`src/rtl/ifetch_prefetch_if.sv`:
```
// Read/write bus between a fetch master and the on-chip RAM.
// ttype 0=READ 1=WRITE; tsize 0=BYTE 1=HALF 2=WORD.
interface master_bus_if;
   logic        ss;
   logic        bstart;
   logic [31:0] addr;
   logic        ttype;
   logic [1:0]  tsize;
   logic [31:0] wdata;
   logic        bdone;
   logic [31:0] rdata;

   modport master (
      output ss, bstart, addr, ttype, tsize, wdata,
      input  bdone, rdata
   );

   modport slave (
      input  ss, bstart, addr, ttype, tsize, wdata,
      output bdone, rdata
   );
endinterface

```
`src/rtl/ifetch_prefetch.sv`:
```
// Sequential instruction fetcher feeding a small prefetch FIFO.
// Define IFETCH_PERF_EN to add perf_fetched/perf_dropped counters.
module ifetch_prefetch #(
   parameter int          DEPTH    = 4,
   parameter logic [31:0] RESET_PC = 32'h0000_0000
) (
   input  logic        clk,
   input  logic        rst_n,
   master_bus_if.master ibus,
   input  logic        redirect,
   input  logic [31:0] redirect_pc,
   output logic        out_valid,
   input  logic        out_ready,
   output logic [31:0] out_pc,
   output logic [31:0] out_instr
`ifdef IFETCH_PERF_EN
   ,
   output logic [31:0] perf_fetched,
   output logic [31:0] perf_dropped
`endif
);

   localparam int AW = $clog2(DEPTH);
   localparam int CW = $clog2(DEPTH + 1);

   typedef enum logic [1:0] {
      IDLE,
      REQ,
      WAIT
   } state_t;

   state_t          state;
   state_t          state_nxt;
   logic [31:0]     pc;
   logic [31:0]     req_pc;
   logic            epoch;
   logic            req_epoch;
   logic [31:0]     mem_pc [DEPTH];
   logic [31:0]     mem_in [DEPTH];
   logic [AW-1:0]   wr_ptr;
   logic [AW-1:0]   rd_ptr;
   logic [CW-1:0]   count;
   logic [CW-1:0]   count_nxt;
   logic            done;
   logic            push;
   logic            pop;

   always_comb begin
      done      = (state == WAIT) && ibus.bdone;
      push      = done && (req_epoch == epoch) && !redirect;
      pop       = out_valid && out_ready && !redirect;
      count_nxt = count;
      state_nxt = state;
      if (redirect)
         count_nxt = '0;
      else
         count_nxt = count + CW'(push) - CW'(pop);
      unique case (state)
         IDLE: begin
            if (!redirect && count < CW'(DEPTH))
               state_nxt = REQ;
         end
         REQ: state_nxt = WAIT;
         WAIT: begin
            if (done) begin
               if (!redirect && count_nxt < CW'(DEPTH))
                  state_nxt = REQ;
               else
                  state_nxt = IDLE;
            end
         end
         default: state_nxt = IDLE;
      endcase
   end

   always_comb begin
      ibus.ss     = (state != IDLE);
      ibus.bstart = (state == REQ);
      ibus.addr   = (state == REQ) ? pc : req_pc;
      ibus.ttype  = 1'b0;
      ibus.tsize  = 2'd2;
      ibus.wdata  = '0;
      out_valid   = (count != '0);
      out_pc      = out_valid ? mem_pc[rd_ptr] : '0;
      out_instr   = out_valid ? mem_in[rd_ptr] : '0;
   end

   always_ff @(posedge clk) begin
      if (!rst_n) begin
         state     <= IDLE;
         pc        <= RESET_PC;
         req_pc    <= '0;
         epoch     <= 1'b0;
         req_epoch <= 1'b0;
         wr_ptr    <= '0;
         rd_ptr    <= '0;
         count     <= '0;
      end else begin
         state <= state_nxt;
         count <= count_nxt;
         if (state == REQ)
            req_pc <= pc;
         // Pin the in-flight tag to the old epoch so a held
         // redirect can never toggle it back into a match.
         if (redirect || state == REQ)
            req_epoch <= epoch;
         if (redirect) begin
            pc     <= redirect_pc & ~32'd3;
            epoch  <= ~epoch;
            wr_ptr <= '0;
            rd_ptr <= '0;
         end else begin
            if (state == REQ)
               pc <= pc + 32'd4;
            if (push)
               wr_ptr <= wr_ptr + 1'b1;
            if (pop)
               rd_ptr <= rd_ptr + 1'b1;
         end
      end
   end

   always_ff @(posedge clk) begin
      if (push) begin
         mem_pc[wr_ptr] <= req_pc;
         mem_in[wr_ptr] <= ibus.rdata;
      end
   end

`ifdef IFETCH_PERF_EN
   always_ff @(posedge clk) begin
      if (!rst_n) begin
         perf_fetched <= '0;
         perf_dropped <= '0;
      end else if (done) begin
         perf_fetched <= perf_fetched + 32'd1;
         if (req_epoch != epoch)
            perf_dropped <= perf_dropped + 32'd1;
      end
   end
`endif

endmodule

```
`src/flat_wrapper.sv`:
```
// flat-port wrapper written by rule: the top's interface ports become plain ports
module ifetch_prefetch_flat 
#(
   parameter int          DEPTH    = 4,
   parameter logic [31:0] RESET_PC = 32'h0000_0000
)
  (clk, rst_n, redirect, redirect_pc, out_valid, out_ready, out_pc, out_instr, ibus_ss, ibus_bstart, ibus_addr, ibus_ttype, ibus_tsize, ibus_wdata, ibus_bdone, ibus_rdata);
  master_bus_if ibus_i ();
  input  logic clk;
  input  logic rst_n;
  input  logic redirect;
  input  logic [31:0] redirect_pc;
  output logic out_valid;
  input  logic out_ready;
  output logic [31:0] out_pc;
  output logic [31:0] out_instr;
  output wire logic [$bits(ibus_i.ss)-1:0] ibus_ss;
  output wire logic [$bits(ibus_i.bstart)-1:0] ibus_bstart;
  output wire logic [$bits(ibus_i.addr)-1:0] ibus_addr;
  output wire logic [$bits(ibus_i.ttype)-1:0] ibus_ttype;
  output wire logic [$bits(ibus_i.tsize)-1:0] ibus_tsize;
  output wire logic [$bits(ibus_i.wdata)-1:0] ibus_wdata;
  input wire logic [$bits(ibus_i.bdone)-1:0] ibus_bdone;
  input wire logic [$bits(ibus_i.rdata)-1:0] ibus_rdata;
  assign ibus_ss = ibus_i.ss;
  assign ibus_bstart = ibus_i.bstart;
  assign ibus_addr = ibus_i.addr;
  assign ibus_ttype = ibus_i.ttype;
  assign ibus_tsize = ibus_i.tsize;
  assign ibus_wdata = ibus_i.wdata;
  assign ibus_i.bdone = ibus_bdone;
  assign ibus_i.rdata = ibus_rdata;
  ifetch_prefetch #(.DEPTH(DEPTH), .RESET_PC(RESET_PC)) u_core (.clk(clk), .rst_n(rst_n), .ibus(ibus_i), .redirect(redirect), .redirect_pc(redirect_pc), .out_valid(out_valid), .out_ready(out_ready), .out_pc(out_pc), .out_instr(out_instr));
endmodule
```
`config.mk`:
```
export PLATFORM = sky130hd
export DESIGN_NAME = ifetch_prefetch_flat
export DESIGN_NICKNAME = d
export VERILOG_FILES = /design/src/rtl/ifetch_prefetch_if.sv /design/src/rtl/ifetch_prefetch.sv /design/src/flat_wrapper.sv
export SDC_FILE = /design/constraint.sdc
export NUM_CORES = 1
export LEC_CHECK = 0
export BUFFER_PORTS_ARGS = -buffer_cell sky130_fd_sc_hd__buf_2
export CORE_MARGIN = 2
export CORE_UTILIZATION = 51
export DETAILED_ROUTE_END_ITERATION = 10
export HOLD_SLACK_MARGIN = 0.02
export PLACE_DENSITY = 0.75
export SLEW_MARGIN = 10
export SYNTH_ARGS = -nofsm -noshare
export SYNTH_HDL_FRONTEND = slang
export SYNTH_SLANG_ARGS = --single-unit
```
`constraint.sdc`:
```
create_clock -name clk -period 2.75 [get_ports clk]
set_input_delay 0 -clock clk [delete_from_list [all_inputs] [get_ports clk]]
set_output_delay 0 -clock clk [all_outputs]
set_load 0.01 [all_outputs]
```
==> metrics.txt, run 1 <==
# TYPE chip_impl_metric gauge
chip_impl_info{name="run_status",value="completed"} 1
chip_impl_metric{name="finalSetupTns",unit="ns"} 0
chip_impl_metric{name="drt-vias-per-instance",unit=""} 5.46
chip_impl_metric{name="floorplan.die_area",unit="sq mm"} 0.0278
chip_impl_metric{name="effective_utilization_at_floorplan",unit=""} 0.518
chip_impl_metric{name="io-pin-count",unit=""} 203
chip_impl_info{name="cts.root.buffer_cell",value="sky130_fd_sc_hd__clkbuf_16"} 1
chip_impl_metric{name="power.clock.fraction",unit=""} 0.441
chip_impl_metric{name="grt_pass1_wl",unit="mm"} 45.0
chip_impl_metric{name="max_slew_margin",unit=""} 0.516
chip_impl_metric{name="floorplan.die.height",unit="um"} 167
chip_impl_metric{name="clkLatencyLatePin",unit="ns"} 0.50
chip_impl_metric{name="finalCoreUtilization",unit=""} 0.637
chip_impl_metric{name="setup_viol",unit=""} 0
chip_impl_metric{name="finalCriticalPeriod",unit="ns"} 2.64
chip_impl_info{name="cts_tree",value="done"} 1
chip_impl_metric{name="leakage",unit="nW"} 6.29
chip_impl_metric{name="share_of_final_layout_standard_cells_stronger_than_drive_strength_1",unit=""} 0.280
chip_impl_metric{name="final_antenna_net_count",unit=""} 0
chip_impl_info{name="critical_path.endpoint_type",value="flop"} 1
chip_impl_metric{name="detailedPlacementHpwl",unit="mm"} 17.8
chip_impl_metric{name="synth_enable_flop_cells",unit=""} 256
chip_impl_metric{name="grt_use_total",unit=""} 0.207
chip_impl_metric{name="grt_start_max_net_pins",unit=""} 67
chip_impl_metric{name="syn2layout_area_growth",unit="%"} 22.8
chip_impl_metric{name="power_frac_seq",unit=""} 0.518
chip_impl_info{name="synth.cells.most_frequent",value="sky130_fd_sc_hd__edfxtp_1 (256), sky130_fd_sc_hd__and2_1 (104), sky130_fd_sc_hd__nand2_1 (99)"} 1
chip_impl_metric{name="power.share.switching",unit=""} 0.200
chip_impl_info{name="synthFlopType",value="sky130_fd_sc_hd__edfxtp_1"} 1
chip_impl_metric{name="timing.max_cap.violations",unit=""} 0
chip_impl_info{name="synthTopCellsByArea",value="sky130_fd_sc_hd__edfxtp_1 (57%), sky130_fd_sc_hd__dfxtp_1 (11%), sky130_fd_sc_hd__mux4_2 (11%)"} 1
chip_impl_metric{name="asyncSetResetFlopFracSynth",unit=""} 0
chip_impl_metric{name="synth-seq-area-share",unit=""} 0.680
chip_impl_metric{name="final_non_filler_cells",unit=""} 1498
chip_impl_metric{name="critPathRequiredTime",unit="ns"} 3.16
chip_impl_metric{name="power.net_switching",unit="mW"} 2.12
chip_impl_metric{name="core_region_area",unit="sq mm"} 0.0261
chip_impl_metric{name="route.final.wire_length",unit="mm"} 28.8
chip_impl_metric{name="die_width",unit="um"} 167
chip_impl_metric{name="gp_routability_congestion",unit=""} 0.794
chip_impl_metric{name="routed_wire_length_per_instance",unit="um"} 19.2
chip_impl_metric{name="max_clock_freq",unit="GHz"} 0.379
chip_impl_metric{name="report.power.total",unit="mW"} 10.6
chip_impl_metric{name="firstDrtPassIters",unit=""} 5
chip_impl_metric{name="final-hold-violation-count",unit=""} 0
chip_impl_metric{name="dr_total_vias",unit=""} 8173
chip_impl_metric{name="cts_num_sinks",unit=""} 331
chip_impl_metric{name="data_arrival_at_the_endpoint_of_the_critical_path",unit="ns"} 3.05
chip_impl_metric{name="final_max_slew_viol_count",unit=""} 0
chip_impl_info{name="hp-class",value="input pin to flop"} 1
chip_impl_metric{name="design.final.nets",unit=""} 1214
chip_impl_metric{name="worst_slew_pin_slew",unit="ns"} 0.726
chip_impl_metric{name="number_of_global_route_vias_before_repair",unit=""} 8141
chip_impl_metric{name="ys_ff_latch",unit=""} 331
chip_impl_info{name="yosys.area.top_type",value="sky130_fd_sc_hd__edfxtp_1"} 1
chip_impl_metric{name="drc_errors",unit=""} 0
chip_impl_metric{name="global_route.overflow_total",unit=""} 0
chip_impl_metric{name="syn_area",unit="sq mm"} 0.0135
chip_impl_metric{name="postSynthAreaPerCell",unit="sq um"} 15.1
chip_impl_metric{name="netlist.area_leader.share",unit=""} 0.569
chip_impl_info{name="critical_path.startpoint_type",value="flop"} 1
chip_impl_metric{name="fin_crit_sh",unit=""} 0.959
chip_impl_metric{name="buffers_inserted_by_post_cts_timing_repair",unit=""} 0
chip_impl_metric{name="syn_inst",unit=""} 893
chip_impl_metric{name="port_buffers",unit=""} 165
chip_impl_info{name="most_instantiated_library_cell_after_synthesis",value="sky130_fd_sc_hd__edfxtp_1"} 1
chip_impl_metric{name="drt_iter0_drc",unit=""} 666
chip_impl_info{name="rsz0062_at_grt",value="false"} 1
chip_impl_metric{name="netlist-cell-type-count",unit=""} 51
chip_impl_metric{name="critical_path.max_fanout",unit=""} 4
chip_impl_metric{name="antenna_found_initial",unit=""} 1
chip_impl_metric{name="ys_warn_count",unit=""} 0
chip_impl_metric{name="internal_power",unit="mW"} 8.47
chip_impl_metric{name="power_density_of_the_placed_cells",unit="mW/mm^2"} 639
chip_impl_info{name="timing_worst_setup_path_type",value="flop to flop"} 1
chip_impl_metric{name="cts-root-to-sink-buffers",unit=""} 3
chip_impl_metric{name="clkTransAtPathRegs",unit="ns"} 0.06
chip_impl_metric{name="fin_skew",unit="ns"} 0.0114
chip_impl_metric{name="dp_cells",unit=""} 1371
chip_impl_metric{name="rows",unit=""} 59
chip_impl_metric{name="comb_power_share",unit=""} 0.041
chip_impl_metric{name="cts-htree-levels",unit=""} 2
chip_impl_metric{name="cts_inserted_buffers",unit=""} 35
chip_impl_metric{name="vdd.ir_drop.worst",unit="uV"} 582
-- final cells by class --
type | count | area (sq um)
Multi-Input combinational cell | 500 | 3970
Sequential cell | 331 | 9200
Inverter | 12 | 45.0
Fill cell | 1849 | 9470
Timing Repair Buffer | 257 | 1800
Clock buffer | 44 | 962
Clock inverter | 18 | 190
Antenna cell | 1 | 2.50
Tap cell | 335 | 419
-- cells in the final DEF, fill, tap and decap left out, types with 3 or more instances in the layout --
cell,count
sky130_fd_sc_hd__edfxtp_1,256
sky130_fd_sc_hd__buf_2,165
sky130_fd_sc_hd__and2_1,100
sky130_fd_sc_hd__nand2_1,98
sky130_fd_sc_hd__dfxtp_1,73
sky130_fd_sc_hd__mux4_2,64
sky130_fd_sc_hd__dlygate4sd3_1,64
sky130_fd_sc_hd__clkbuf_16,37
sky130_fd_sc_hd__conb_1,35
sky130_fd_sc_hd__o21ai_0,29
sky130_fd_sc_hd__buf_4,18
sky130_fd_sc_hd__nor2_1,17
sky130_fd_sc_hd__nand4_1,14
sky130_fd_sc_hd__nand3_1,13
sky130_fd_sc_hd__a21oi_1,13
sky130_fd_sc_hd__nor3_1,12
sky130_fd_sc_hd__xnor2_1,12
sky130_fd_sc_hd__inv_1,11
sky130_fd_sc_hd__buf_12,10
sky130_fd_sc_hd__clkinv_1,7
sky130_fd_sc_hd__and3_1,7
sky130_fd_sc_hd__nor4_1,7
sky130_fd_sc_hd__ha_1,7
sky130_fd_sc_hd__and4_1,6
sky130_fd_sc_hd__a211oi_1,6
sky130_fd_sc_hd__clkbuf_1,6
sky130_fd_sc_hd__nand2b_1,5
sky130_fd_sc_hd__xor2_1,5
sky130_fd_sc_hd__o211a_1,5
sky130_fd_sc_hd__clkinv_2,5
sky130_fd_sc_hd__and2_4,4
sky130_fd_sc_hd__or3_1,4
sky130_fd_sc_hd__bufinv_16,4
sky130_fd_sc_hd__nand3b_1,3
sky130_fd_sc_hd__a311oi_1,3
sky130_fd_sc_hd__nor3b_1,3
sky130_fd_sc_hd__clkinvlp_4,3
-- sequential cells by signal (all words and copies together) (netlist names), 2 cells and up, named ones only --
| name | cells |
|---|---|
| u_core.mem_in | 128 |
| u_core.mem_pc | 128 |
| u_core.rd_ptr | 2 |
| u_core.wr_ptr | 2 |
| u_core.state | 2 |
| u_core.pc | 30 |
| u_core.count | 3 |
| u_core.req_pc | 32 |
-- repair_timing --
item / in CTS / in global routing
hold buffers: 64 / 0
hold endpoints to repair: 164 / 0
endpoints found under the setup margin: 0 / 1
resized for setup: 0 / 4
-- power by group through the flow --
stage / logic (mW) / registers, mW / clock network, mW
6_report: 0.435 / 5.49 / 4.67
3_5_place_dp: 0.359 / 5.60 / 0
3_3_place_gp: 0.352 / 5.59 / 0
2_1_floorplan: 0.244 / 5.58 / 0
5_1_grt: 0.480 / 5.50 / 4.96
4_1_cts: 0.433 / 5.49 / 4.76
-- worst max-delay path, cell delays in order (launching register included) --
cell	delay, ns
sky130_fd_sc_hd__dfxtp_1	0.35
sky130_fd_sc_hd__or3_2	0.48
sky130_fd_sc_hd__nand2_2	0.10
sky130_fd_sc_hd__nor2_1	0.04
sky130_fd_sc_hd__ha_1	0.27
sky130_fd_sc_hd__inv_1	0.04
sky130_fd_sc_hd__ha_1	0.21
sky130_fd_sc_hd__fa_2	0.37
sky130_fd_sc_hd__xnor2_2	0.16
sky130_fd_sc_hd__nand2b_1	0.16
sky130_fd_sc_hd__a21o_1	0.18
sky130_fd_sc_hd__a211oi_2	0.19
-- kinds of logic (layout without fill, tap and decap cells) --
logic type	after synthesis	in the layout	synth area share
AOI/OAI and AO/OA	68	68	0.0318
xor gates and xnor gates	18	18	0.0117
adders and majority gates	8	8	0.00796
buffers and inverters	95	331	0.0371
DFF	331	331	0.680
muxes	65	65	0.107
other	2	36	0.000556
and+or+nand+nor	306	306	0.123
-- layer usage --
| metal | vias up | routed length [um] | global-route usage | part of all wire |
|---|---|---|---|---|
| met1 | 4059 | 12700 | 0.291 | 0.44 |
| met2 | 318 | 13900 | 0.339 | 0.48 |
| met5 | - | 0 | 0 | 0 |
| met4 | 0 | 533 | 0.0502 | 0.019 |
| li1 | 3754 | - | - | - |
| met3 | 42 | 1760 | 0.0361 | 0.061 |
-- through the flow --
step                      hold slack (ns)  instance area [sq um]  setup WS (ns)
final                              0.0990                  16600          0.113
after global routing               0.0969                  16600        0.00747
after CTS                          0.0783                  16600         0.0126
after detailed placement            0.220                  14800         0.0392
after global placement              0.216                  14800          0.186
after floorplan                    0.0989                  13600          0.129
-- worst paths after layout --
kind                                         from              endpoint  slack [ns]  cells after the start
worst max-delay path              u_core.count[2]       u_core.state[0]        0.11                     11
worst min register to register  u_core.req_pc[29]  u_core.mem_pc[3][29]        0.51                      0
worst min-delay path                        rst_n          u_core.pc[7]         0.1                      2
worst max register to register    u_core.count[2]       u_core.state[0]        0.11                     11
No activity file was read; power rests on OpenSTA's default activity.
==> run 2: changes to the inputs <==
--- a/config.mk
+++ b/config.mk
@@ -5,12 +5,13 @@
 export SDC_FILE = /design/constraint.sdc
 export NUM_CORES = 1
 export LEC_CHECK = 0
+export ABC_AREA = 1
 export BUFFER_PORTS_ARGS = -buffer_cell sky130_fd_sc_hd__buf_2
 export CORE_MARGIN = 2
-export CORE_UTILIZATION = 51
+export CORE_UTILIZATION = 52
 export DETAILED_ROUTE_END_ITERATION = 10
 export HOLD_SLACK_MARGIN = 0.02
-export PLACE_DENSITY = 0.75
+export PLACE_DENSITY = 0.76
 export SLEW_MARGIN = 10
 export SYNTH_ARGS = -nofsm -noshare
 export SYNTH_HDL_FRONTEND = slang
==> run 2 against run 1 <==
Against the previous run:
- global-route usage up 2.0 points
- first-iteration DRC count up 20%
- via count up 27%
- hold slack better by 0.14 ns
- non-clock buffer count up 9
- critical path depth unchanged
- critical path type unchanged
- largest power group unchanged
==> metrics.txt, run 2 <==
# TYPE chip_impl_metric gauge
chip_impl_metric{name="leakage",unit="nW"} 6.79
chip_impl_metric{name="timing.max_cap.violations",unit=""} 0
chip_impl_metric{name="final_standard_cell_area_without_fillers",unit="sq mm"} 0.0170
chip_impl_info{name="critical_path.endpoint_type",value="flop"} 1
chip_impl_metric{name="max_clock_freq",unit="GHz"} 0.450
chip_impl_metric{name="cts_num_sinks",unit=""} 331
chip_impl_metric{name="power.net_switching",unit="mW"} 2.22
chip_impl_metric{name="syn_inst",unit=""} 1397
chip_impl_metric{name="drc_errors",unit=""} 0
chip_impl_metric{name="number_of_global_route_vias_before_repair",unit=""} 10063
chip_impl_metric{name="worst_slew_pin_slew",unit="ns"} 0.862
chip_impl_metric{name="critical_path.max_fanout",unit=""} 15
chip_impl_metric{name="dr_total_vias",unit=""} 10413
chip_impl_metric{name="fin_crit_sh",unit=""} 0.808
chip_impl_metric{name="share_of_final_layout_standard_cells_stronger_than_drive_strength_1",unit=""} 0.174
chip_impl_metric{name="final_antenna_net_count",unit=""} 0
chip_impl_metric{name="comb_power_share",unit=""} 0.059
chip_impl_metric{name="routed_wire_length_per_instance",unit="um"} 16.4
chip_impl_metric{name="setup_viol",unit=""} 0
chip_impl_metric{name="final_non_filler_cells",unit=""} 1993
chip_impl_metric{name="placedInstanceArea",unit="sq mm"} 0.0152
chip_impl_metric{name="floorplan.die.height",unit="um"} 168
chip_impl_metric{name="data_arrival_at_the_endpoint_of_the_critical_path",unit="ns"} 2.62
chip_impl_metric{name="finalCriticalPeriod",unit="ns"} 2.22
chip_impl_metric{name="rows",unit=""} 60
chip_impl_metric{name="ys_warn_count",unit=""} 0
chip_impl_metric{name="design.final.nets",unit=""} 1707
chip_impl_metric{name="postSynthAreaPerCell",unit="sq um"} 10.1
chip_impl_metric{name="ys_ff_latch",unit=""} 331
chip_impl_info{name="rsz0062_at_grt",value="false"} 1
chip_impl_info{name="hp-class",value="input pin to flop"} 1
chip_impl_info{name="synth.cells.most_frequent",value="sky130_fd_sc_hd__nor2_1 (339), sky130_fd_sc_hd__edfxtp_1 (256), sky130_fd_sc_hd__o21ai_0 (174)"} 1
chip_impl_metric{name="route.final.wire_length",unit="mm"} 32.8
chip_impl_metric{name="buffers_inserted_by_post_cts_timing_repair",unit=""} 0
chip_impl_metric{name="antennaDiodeCount",unit=""} 0
chip_impl_metric{name="asyncSetResetFlopFracSynth",unit=""} 0
chip_impl_info{name="synthTopCellsByArea",value="sky130_fd_sc_hd__edfxtp_1 (55%), sky130_fd_sc_hd__dfxtp_1 (11%), sky130_fd_sc_hd__nor2_1 (9.0%)"} 1
chip_impl_metric{name="final-hold-violation-count",unit=""} 0
chip_impl_metric{name="syn_area",unit="sq mm"} 0.0141
chip_impl_info{name="timing.hold.worst.start",value="ibus_rdata[4]"} 1
chip_impl_info{name="critical_path.startpoint_type",value="flop"} 1
chip_impl_metric{name="post_placement_setup_slack",unit="ns"} 0.703
chip_impl_metric{name="final_max_slew_viol_count",unit=""} 0
chip_impl_info{name="run_status",value="completed"} 1
chip_impl_metric{name="power_frac_seq",unit=""} 0.537
chip_impl_metric{name="worst_r2r_path_depth",unit=""} 11
chip_impl_metric{name="cts-root-to-sink-buffers",unit=""} 3
chip_impl_metric{name="worst_hold_path.num_cells",unit=""} 2
chip_impl_metric{name="hold_ws",unit="ns"} 0.244
chip_impl_metric{name="grt_use_total",unit=""} 0.227
chip_impl_metric{name="gp_routability_congestion",unit=""} 0.919
chip_impl_metric{name="cts_inserted_buffers",unit=""} 35
chip_impl_metric{name="num-fill-cells",unit=""} 2080
chip_impl_info{name="timing_worst_setup_path_type",value="flop to flop"} 1
chip_impl_info{name="most_frequent_standard_cell_in_the_layout_excluding_fill_and_tap_cells",value="sky130_fd_sc_hd__nor2_1"} 1
chip_impl_info{name="worst_hold_path.endpoint",value="u_core.mem_in[3][4]"} 1
chip_impl_metric{name="synth_compound_gate_area_share",unit=""} 0.103
chip_impl_metric{name="power.share.switching",unit=""} 0.215
chip_impl_metric{name="regToRegSetupSlack",unit="ns"} 0.53
chip_impl_metric{name="muxShareOfSynthArea",unit=""} 0
chip_impl_info{name="synthFlopType",value="sky130_fd_sc_hd__edfxtp_1"} 1
chip_impl_metric{name="synth_enable_flop_cells",unit=""} 256
chip_impl_metric{name="max_slew_margin",unit=""} 0.426
chip_impl_metric{name="drt_iter0_drc",unit=""} 801
chip_impl_info{name="dominant_combinational_cell_family_by_area_after_synthesis",value="simple AND/OR/NAND/NOR gates"} 1
chip_impl_metric{name="netlist.area_leader.share",unit=""} 0.547
chip_impl_metric{name="report.power.total",unit="mW"} 10.3
chip_impl_metric{name="vdd.ir_drop.worst",unit="uV"} 438
chip_impl_metric{name="grt_pass1_wl",unit="mm"} 50.9
chip_impl_metric{name="global_route.overflow_total",unit=""} 0
chip_impl_metric{name="grt_start_max_net_pins",unit=""} 129
chip_impl_metric{name="io-pin-count",unit=""} 203
chip_impl_info{name="worstReg2RegEnd",value="u_core.pc[30]"} 1
chip_impl_metric{name="detailedPlacementHpwl",unit="mm"} 18.3
chip_impl_metric{name="synth_xor_xnor_area_share",unit=""} 0.00560
chip_impl_metric{name="internal_power",unit="mW"} 8.11
chip_impl_info{name="yosys.area.top_type",value="sky130_fd_sc_hd__edfxtp_1"} 1
chip_impl_metric{name="die_width",unit="um"} 168
chip_impl_metric{name="effective_utilization_at_floorplan",unit=""} 0.526
chip_impl_info{name="layout.cells.most_common_list",value="sky130_fd_sc_hd__nor2_1 (335), sky130_fd_sc_hd__edfxtp_1 (256), sky130_fd_sc_hd__o21ai_0 (174)"} 1
chip_impl_metric{name="cts-htree-levels",unit=""} 2
chip_impl_metric{name="clkTransAtPathRegs",unit="ns"} 0.06
chip_impl_metric{name="clkLatencyLatePin",unit="ns"} 0.51
chip_impl_info{name="cts.root.buffer_cell",value="sky130_fd_sc_hd__clkbuf_16"} 1
chip_impl_metric{name="drt-vias-per-instance",unit=""} 5.22
chip_impl_info{name="cts_tree",value="done"} 1
chip_impl_metric{name="firstDrtPassIters",unit=""} 6
chip_impl_metric{name="critPathRequiredTime",unit="ns"} 3.15
chip_impl_metric{name="antenna_found_initial",unit=""} 0
chip_impl_metric{name="power.clock.fraction",unit=""} 0.404
chip_impl_metric{name="setup_ws",unit="ns"} 0.528
chip_impl_metric{name="power_density_of_the_placed_cells",unit="mW/mm^2"} 609
chip_impl_info{name="layout_top_registers",value="u_core.mem_in (128), u_core.mem_pc (128), u_core.req_pc (32)"} 1
chip_impl_metric{name="port_buffers",unit=""} 165
chip_impl_metric{name="dp_cells",unit=""} 1853
chip_impl_info{name="r2r_start",value="u_core.state[1]"} 1
chip_impl_metric{name="fin_skew",unit="ns"} 0.0169
chip_impl_metric{name="netlist-cell-type-count",unit=""} 35
chip_impl_metric{name="floorplan.die_area",unit="sq mm"} 0.0284
chip_impl_info{name="most_instantiated_library_cell_after_synthesis",value="sky130_fd_sc_hd__nor2_1"} 1
chip_impl_metric{name="post_synth_fa_ha_maj_area_fraction",unit=""} 0.00765
chip_impl_metric{name="core_region_area",unit="sq mm"} 0.0267
chip_impl_metric{name="yosys.area_share.simple",unit=""} 0.162
chip_impl_metric{name="synth-seq-area-share",unit=""} 0.653
chip_impl_metric{name="syn2layout_area_growth",unit="%"} 20.7
-- run 2: changes by cell type in the layout (fill, tap and decap cells not counted), moves of 9 or more --
cell	change
sky130_fd_sc_hd__nand2_1	+23
sky130_fd_sc_hd__a21oi_1	+78
sky130_fd_sc_hd__xnor2_1	-9
sky130_fd_sc_hd__nor2_1	+318
sky130_fd_sc_hd__o21ai_0	+145
sky130_fd_sc_hd__and2_1	-99
sky130_fd_sc_hd__nor3_1	-9
sky130_fd_sc_hd__nand4_1	-12
sky130_fd_sc_hd__or2_2	+27
sky130_fd_sc_hd__mux4_2	-64
sky130_fd_sc_hd__dlygate4sd3_1	+17
sky130_fd_sc_hd__nand3_1	+26
sky130_fd_sc_hd__inv_1	+90
-- run 2: kinds of logic after synthesis --
family | after synthesis
simple gates | 552
flops | 331
compound gates | 284
buf+inv | 211
xor+xnor | 9
fa+ha+maj | 8
other cells | 2
-- run 2: worst max path at each step --
| stage | from | endpoint | slack, ns | depth (start not counted) |
|---|---|---|---|---|
| 4_1_cts | u_core.count[0] | out_pc[11] | 0.55 | 4 |
| 3_5_place_dp | u_core.count[0] | u_core.state[0] | 0.70 | 9 |
| 2_1_floorplan | u_core.state[1] | u_core.mem_in[0][0] | -0.20 | 4 |
| 5_1_grt | u_core.state[1] | u_core.pc[30] | 0.29 | 11 |
| 6_report | u_core.state[1] | u_core.pc[30] | 0.53 | 11 |
| 3_3_place_gp | u_core.count[0] | u_core.state[0] | 0.71 | 9 |
-- run 2: stage by stage --
stage	TNS, ns	utilization
after global routing	0	0.635
after floorplan	-50.87	-
after CTS	0	0.635
final	0	0.635
after detailed placement	0	0.567
after global placement	0	0.567
-- run 2: layer usage --
layer,track usage,routed length (um),share of wire
met3,0.0472,2740,0.084
met4,0.0720,699,0.021
met1,0.297,13400,0.41
met2,0.383,15900,0.48
met5,0,0,0
-- run 2: power by group through the flow --
stage | Clock (mW) | Combinational [mW] | Sequential, mW
finish | 4.18 | 0.607 | 5.56
floorplan | 0 | 0.337 | 5.62
detailed placement | 0 | 0.498 | 5.66
global route | 4.44 | 0.672 | 5.56
global placement | 0 | 0.489 | 5.65
CTS | 4.26 | 0.595 | 5.55
-- run 2: worst max-delay path, stage by stage (launching register included) --
cell and delay, ns:
sky130_fd_sc_hd__dfxtp_1 0.35, sky130_fd_sc_hd__inv_2 0.08, sky130_fd_sc_hd__nand2_1 0.31, sky130_fd_sc_hd__nor2_1 0.30
sky130_fd_sc_hd__nand3_1 0.11, sky130_fd_sc_hd__nor2_1 0.14, sky130_fd_sc_hd__nand2_1 0.06, sky130_fd_sc_hd__nand2_1 0.05
sky130_fd_sc_hd__nand3_1 0.06, sky130_fd_sc_hd__nand2_1 0.06, sky130_fd_sc_hd__dlygate4sd3_1 0.54, sky130_fd_sc_hd__inv_1 0.05
-- run 2: area by class of cell --
class / count / area, sq um / share of cell area
Tap cell: 341 / 427 / 0.0251
Inverter: 108 / 407 / 0.0240
Timing Repair Buffer: 266 / 1860 / 0.110
Sequential cell: 331 / 9190 / 0.542
Clock inverter: 12 / 75.1 / 0.00442
Clock buffer: 47 / 932 / 0.0549
Multi-Input combinational cell: 888 / 4080 / 0.240
-- run 2: repair_timing --
item,in CTS,in global routing
hold endpoints to repair,168,0
resized for setup,0,0
hold buffers,81,0
==> run 3: changes to the inputs <==
==> constraint.sdc (replaced) <==
create_clock -name clk -period 2.01 [get_ports clk]
set_input_delay 0 -clock clk [delete_from_list [all_inputs] [get_ports clk]]
set_output_delay 0 -clock clk [all_outputs]
set_load 0.01 [all_outputs]
==> run 3 against run 2 <==
Against the previous run:
- the run now ends with negative setup slack left
- hold slack got worse by 0.00062 ns
- sequential power grew 37%
- die area is the same
- register-to-register slack worse by 0.55 ns
- count of clock-buffer cells in the layout fell by 5
- critical path depth is 2 lower
- sequential share of layout area decreased by 0.79 points
- routed wire length increased by 2.8%
- global-route usage rose by 0.69 points
- cell count rose by 0.20%
- fmax rose by 9.5%
- largest power group unchanged
- highest routed layer unchanged
==> metrics.txt, run 3 (synthesis results as in run 2) <==
# TYPE chip_impl_metric gauge
chip_impl_info{name="run_status",value="complete, but fails checks"} 1
chip_impl_info{name="violations",value="negative setup slack"} 1
chip_impl_metric{name="grt_start_max_net_pins",unit=""} 67
chip_impl_metric{name="vdd.ir_drop.worst",unit="uV"} 612
chip_impl_info{name="timing_worst_setup_path_type",value="flop to flop"} 1
chip_impl_metric{name="clkTransAtPathRegs",unit="ns"} 0.06
chip_impl_metric{name="grt_use_total",unit=""} 0.234
chip_impl_metric{name="cts-htree-levels",unit=""} 2
chip_impl_metric{name="routed_wire_length_per_instance",unit="um"} 16.9
chip_impl_metric{name="max_clock_freq",unit="GHz"} 0.493
chip_impl_metric{name="fin_crit_sh",unit=""} 1.01
chip_impl_metric{name="share_of_final_layout_standard_cells_stronger_than_drive_strength_1",unit=""} 0.194
chip_impl_info{name="rsz0062_at_grt",value="true"} 1
chip_impl_metric{name="cts-root-to-sink-buffers",unit=""} 3
chip_impl_metric{name="port_buffers",unit=""} 165
chip_impl_metric{name="setup_viol",unit=""} 2
chip_impl_metric{name="core_region_area",unit="sq mm"} 0.0267
chip_impl_info{name="globalRoute.busiestLayer",value="met2"} 1
chip_impl_metric{name="clkLatencyLatePin",unit="ns"} 0.51
chip_impl_metric{name="power_frac_seq",unit=""} 0.525
chip_impl_metric{name="power.share.switching",unit=""} 0.214
chip_impl_info{name="r2r_start",value="u_core.count[0]"} 1
chip_impl_info{name="critical_path.slowest_cell",value="sky130_fd_sc_hd__fa_2"} 1
chip_impl_info{name="timing.critical_path.to",value="u_core.state[0]"} 1
chip_impl_metric{name="io-pin-count",unit=""} 203
chip_impl_metric{name="worst_slew_pin_slew",unit="ns"} 0.662
chip_impl_info{name="cts_tree",value="done"} 1
chip_impl_metric{name="max_slew_margin",unit=""} 0.558
chip_impl_metric{name="critical_path.max_fanout",unit=""} 2
chip_impl_info{name="layout.cells.most_common_list",value="sky130_fd_sc_hd__nor2_1 (334), sky130_fd_sc_hd__edfxtp_1 (256), sky130_fd_sc_hd__buf_2 (166)"} 1
chip_impl_metric{name="power.net_switching",unit="mW"} 3.10
chip_impl_metric{name="drt-vias-per-instance",unit=""} 5.27
chip_impl_metric{name="antennaDiodeCount",unit=""} 0
chip_impl_metric{name="regToRegSetupSlack",unit="ns"} -0.02
chip_impl_metric{name="cts_num_sinks",unit=""} 331
chip_impl_metric{name="dr_total_vias",unit=""} 10515
chip_impl_info{name="most_frequent_standard_cell_in_the_layout_excluding_fill_and_tap_cells",value="sky130_fd_sc_hd__nor2_1"} 1
chip_impl_metric{name="finalCriticalPeriod",unit="ns"} 2.03
chip_impl_info{name="critical_path.startpoint_type",value="flop"} 1
chip_impl_metric{name="final-hold-violation-count",unit=""} 0
chip_impl_metric{name="design.final.nets",unit=""} 1709
chip_impl_metric{name="use_met1",unit=""} 0.311
chip_impl_metric{name="global_route.overflow_total",unit=""} 0
chip_impl_metric{name="timing.max_cap.violations",unit=""} 0
chip_impl_metric{name="post_placement_setup_slack",unit="ns"} -0.0351
chip_impl_info{name="critical_path.endpoint_type",value="flop"} 1
chip_impl_metric{name="syn2layout_area_growth",unit="%"} 22.5
chip_impl_metric{name="data_arrival_at_the_endpoint_of_the_critical_path",unit="ns"} 2.43
chip_impl_metric{name="number_of_global_route_vias_before_repair",unit=""} 10230
chip_impl_metric{name="grt_util_met3",unit=""} 0.0414
chip_impl_metric{name="gp_routability_congestion",unit=""} 0.917
chip_impl_metric{name="hold_ws",unit="ns"} 0.243
chip_impl_info{name="hp-class",value="input pin to flop"} 1
chip_impl_metric{name="critPathRequiredTime",unit="ns"} 2.41
chip_impl_metric{name="fin_skew",unit="ns"} 0.0144
chip_impl_metric{name="worst_r2r_path_depth",unit=""} 9
chip_impl_metric{name="drc_errors",unit=""} 0
chip_impl_metric{name="detailedPlacementHpwl",unit="mm"} 20.0
chip_impl_metric{name="final_max_slew_viol_count",unit=""} 0
chip_impl_metric{name="setup_ws",unit="ns"} -0.0201
chip_impl_info{name="cts.root.buffer_cell",value="sky130_fd_sc_hd__clkbuf_16"} 1
chip_impl_metric{name="leakage",unit="nW"} 6.89
chip_impl_metric{name="max_stage_delay",unit="ns"} 0.35
chip_impl_metric{name="firstDrtPassIters",unit=""} 5
chip_impl_metric{name="finalCoreUtilization",unit=""} 0.645
chip_impl_metric{name="die_width",unit="um"} 168
chip_impl_info{name="worstReg2RegEnd",value="u_core.state[0]"} 1
chip_impl_metric{name="antenna_found_initial",unit=""} 0
chip_impl_metric{name="internal_power",unit="mW"} 11.4
chip_impl_metric{name="groute.layer.met2.usage",unit=""} 0.390
chip_impl_metric{name="final_antenna_net_count",unit=""} 0
chip_impl_info{name="worst_setup_path_startpoint",value="u_core.count[0]"} 1
chip_impl_metric{name="num-fill-cells",unit=""} 2036
chip_impl_metric{name="floorplan.die.height",unit="um"} 168
chip_impl_metric{name="comb_power_share",unit=""} 0.057
chip_impl_info{name="layout_top_registers",value="u_core.mem_in (128), u_core.mem_pc (128), u_core.req_pc (32)"} 1
chip_impl_info{name="cell_chain_of_the_critical_path",value="nor3_4, nor3_2, ha_1, inv_2, ha_4, fa_2, xor2_2, xor2_1, a21oi_1"} 1
chip_impl_metric{name="power.clock.fraction",unit=""} 0.418
chip_impl_metric{name="grt_pass1_wl",unit="mm"} 52.0
chip_impl_metric{name="report.power.total",unit="mW"} 14.5
chip_impl_metric{name="effective_utilization_at_floorplan",unit=""} 0.526
chip_impl_metric{name="power_density_of_the_placed_cells",unit="mW/mm^2"} 841
chip_impl_metric{name="rows",unit=""} 60
chip_impl_metric{name="drt_iter0_drc",unit=""} 826
chip_impl_metric{name="cts_inserted_buffers",unit=""} 34
chip_impl_metric{name="route.final.wire_length",unit="mm"} 33.7
chip_impl_metric{name="floorplan.die_area",unit="sq mm"} 0.0284
-- run 3: worst max-delay path: cells and delay by family, from the launching register on --
family                     cells  cell delay [ns]
adders and majority gates      3             0.79
xor gates and xnor gates       2             0.36
DFF                            1             0.34
and+or+nand+nor                2             0.29
AOI/OAI and AO/OA              1             0.09
buffers and inverters          1             0.05
-- run 3: worst min path at each step --
stage | startpoint | to | slack (ns) | cells after the start
global placement | ibus_rdata[4] | u_core.mem_in[2][4] | 0.21 | 1
CTS | ibus_rdata[14] | u_core.mem_in[3][14] | 0.22 | 2
global route | ibus_rdata[9] | u_core.mem_in[2][9] | 0.25 | 2
finish | ibus_rdata[3] | u_core.mem_in[3][3] | 0.24 | 2
detailed placement | ibus_rdata[25] | u_core.mem_in[1][25] | 0.22 | 1
floorplan | ibus_rdata[0] | u_core.mem_in[0][0] | 0.1 | 0
-- run 3: power groups by stage --
stage                     sequential, mW  clock, mW  combinational, mW
after detailed placement            7.74          0              0.692
after global routing                7.61       6.41              0.921
after global placement              7.73          0              0.682
final                               7.60       6.06              0.828
after CTS                           7.60       6.15              0.805
after floorplan                     7.69          0              0.467
-- run 3: metal layers --
metal | vias up | wire, um | part of all wire
met1 | 4993 | 14200 | 0.42
li1 | 5089 | - | -
met5 | - | 0 | 0
met4 | 0 | 855 | 0.025
met3 | 60 | 2490 | 0.074
met2 | 373 | 16100 | 0.48
-- run 3: stage by stage --
stage               setup TNS [ns]  instance area (sq um)  std cells
finish                     -0.0322                  17200       1997
global placement                 0                  15300       1861
CTS                        -0.0614                  17100       1992
floorplan                   -17.00                  14300       1430
detailed placement         -0.0530                  15300       1861
global route                -0.577                  17200       1997
-- run 3: cell type report --
type / count / area (sq um) / share of cell area
Inverter: 108 / 407 / 0.0236
Sequential cell: 331 / 9200 / 0.534
Clock buffer: 42 / 891 / 0.0517
Tap cell: 341 / 427 / 0.0248
Clock inverter: 18 / 188 / 0.0109
Timing Repair Buffer: 269 / 1980 / 0.115
Multi-Input combinational cell: 888 / 4140 / 0.240
-- run 3: timing repair --
item,in CTS,in global routing
pin swaps,1,5
hold buffers,69,0
gates resized for setup,12,26
gates cloned,1,1
hold endpoints to repair,168,0
setup buffers,1,4
endpoints found under the setup margin,67,76
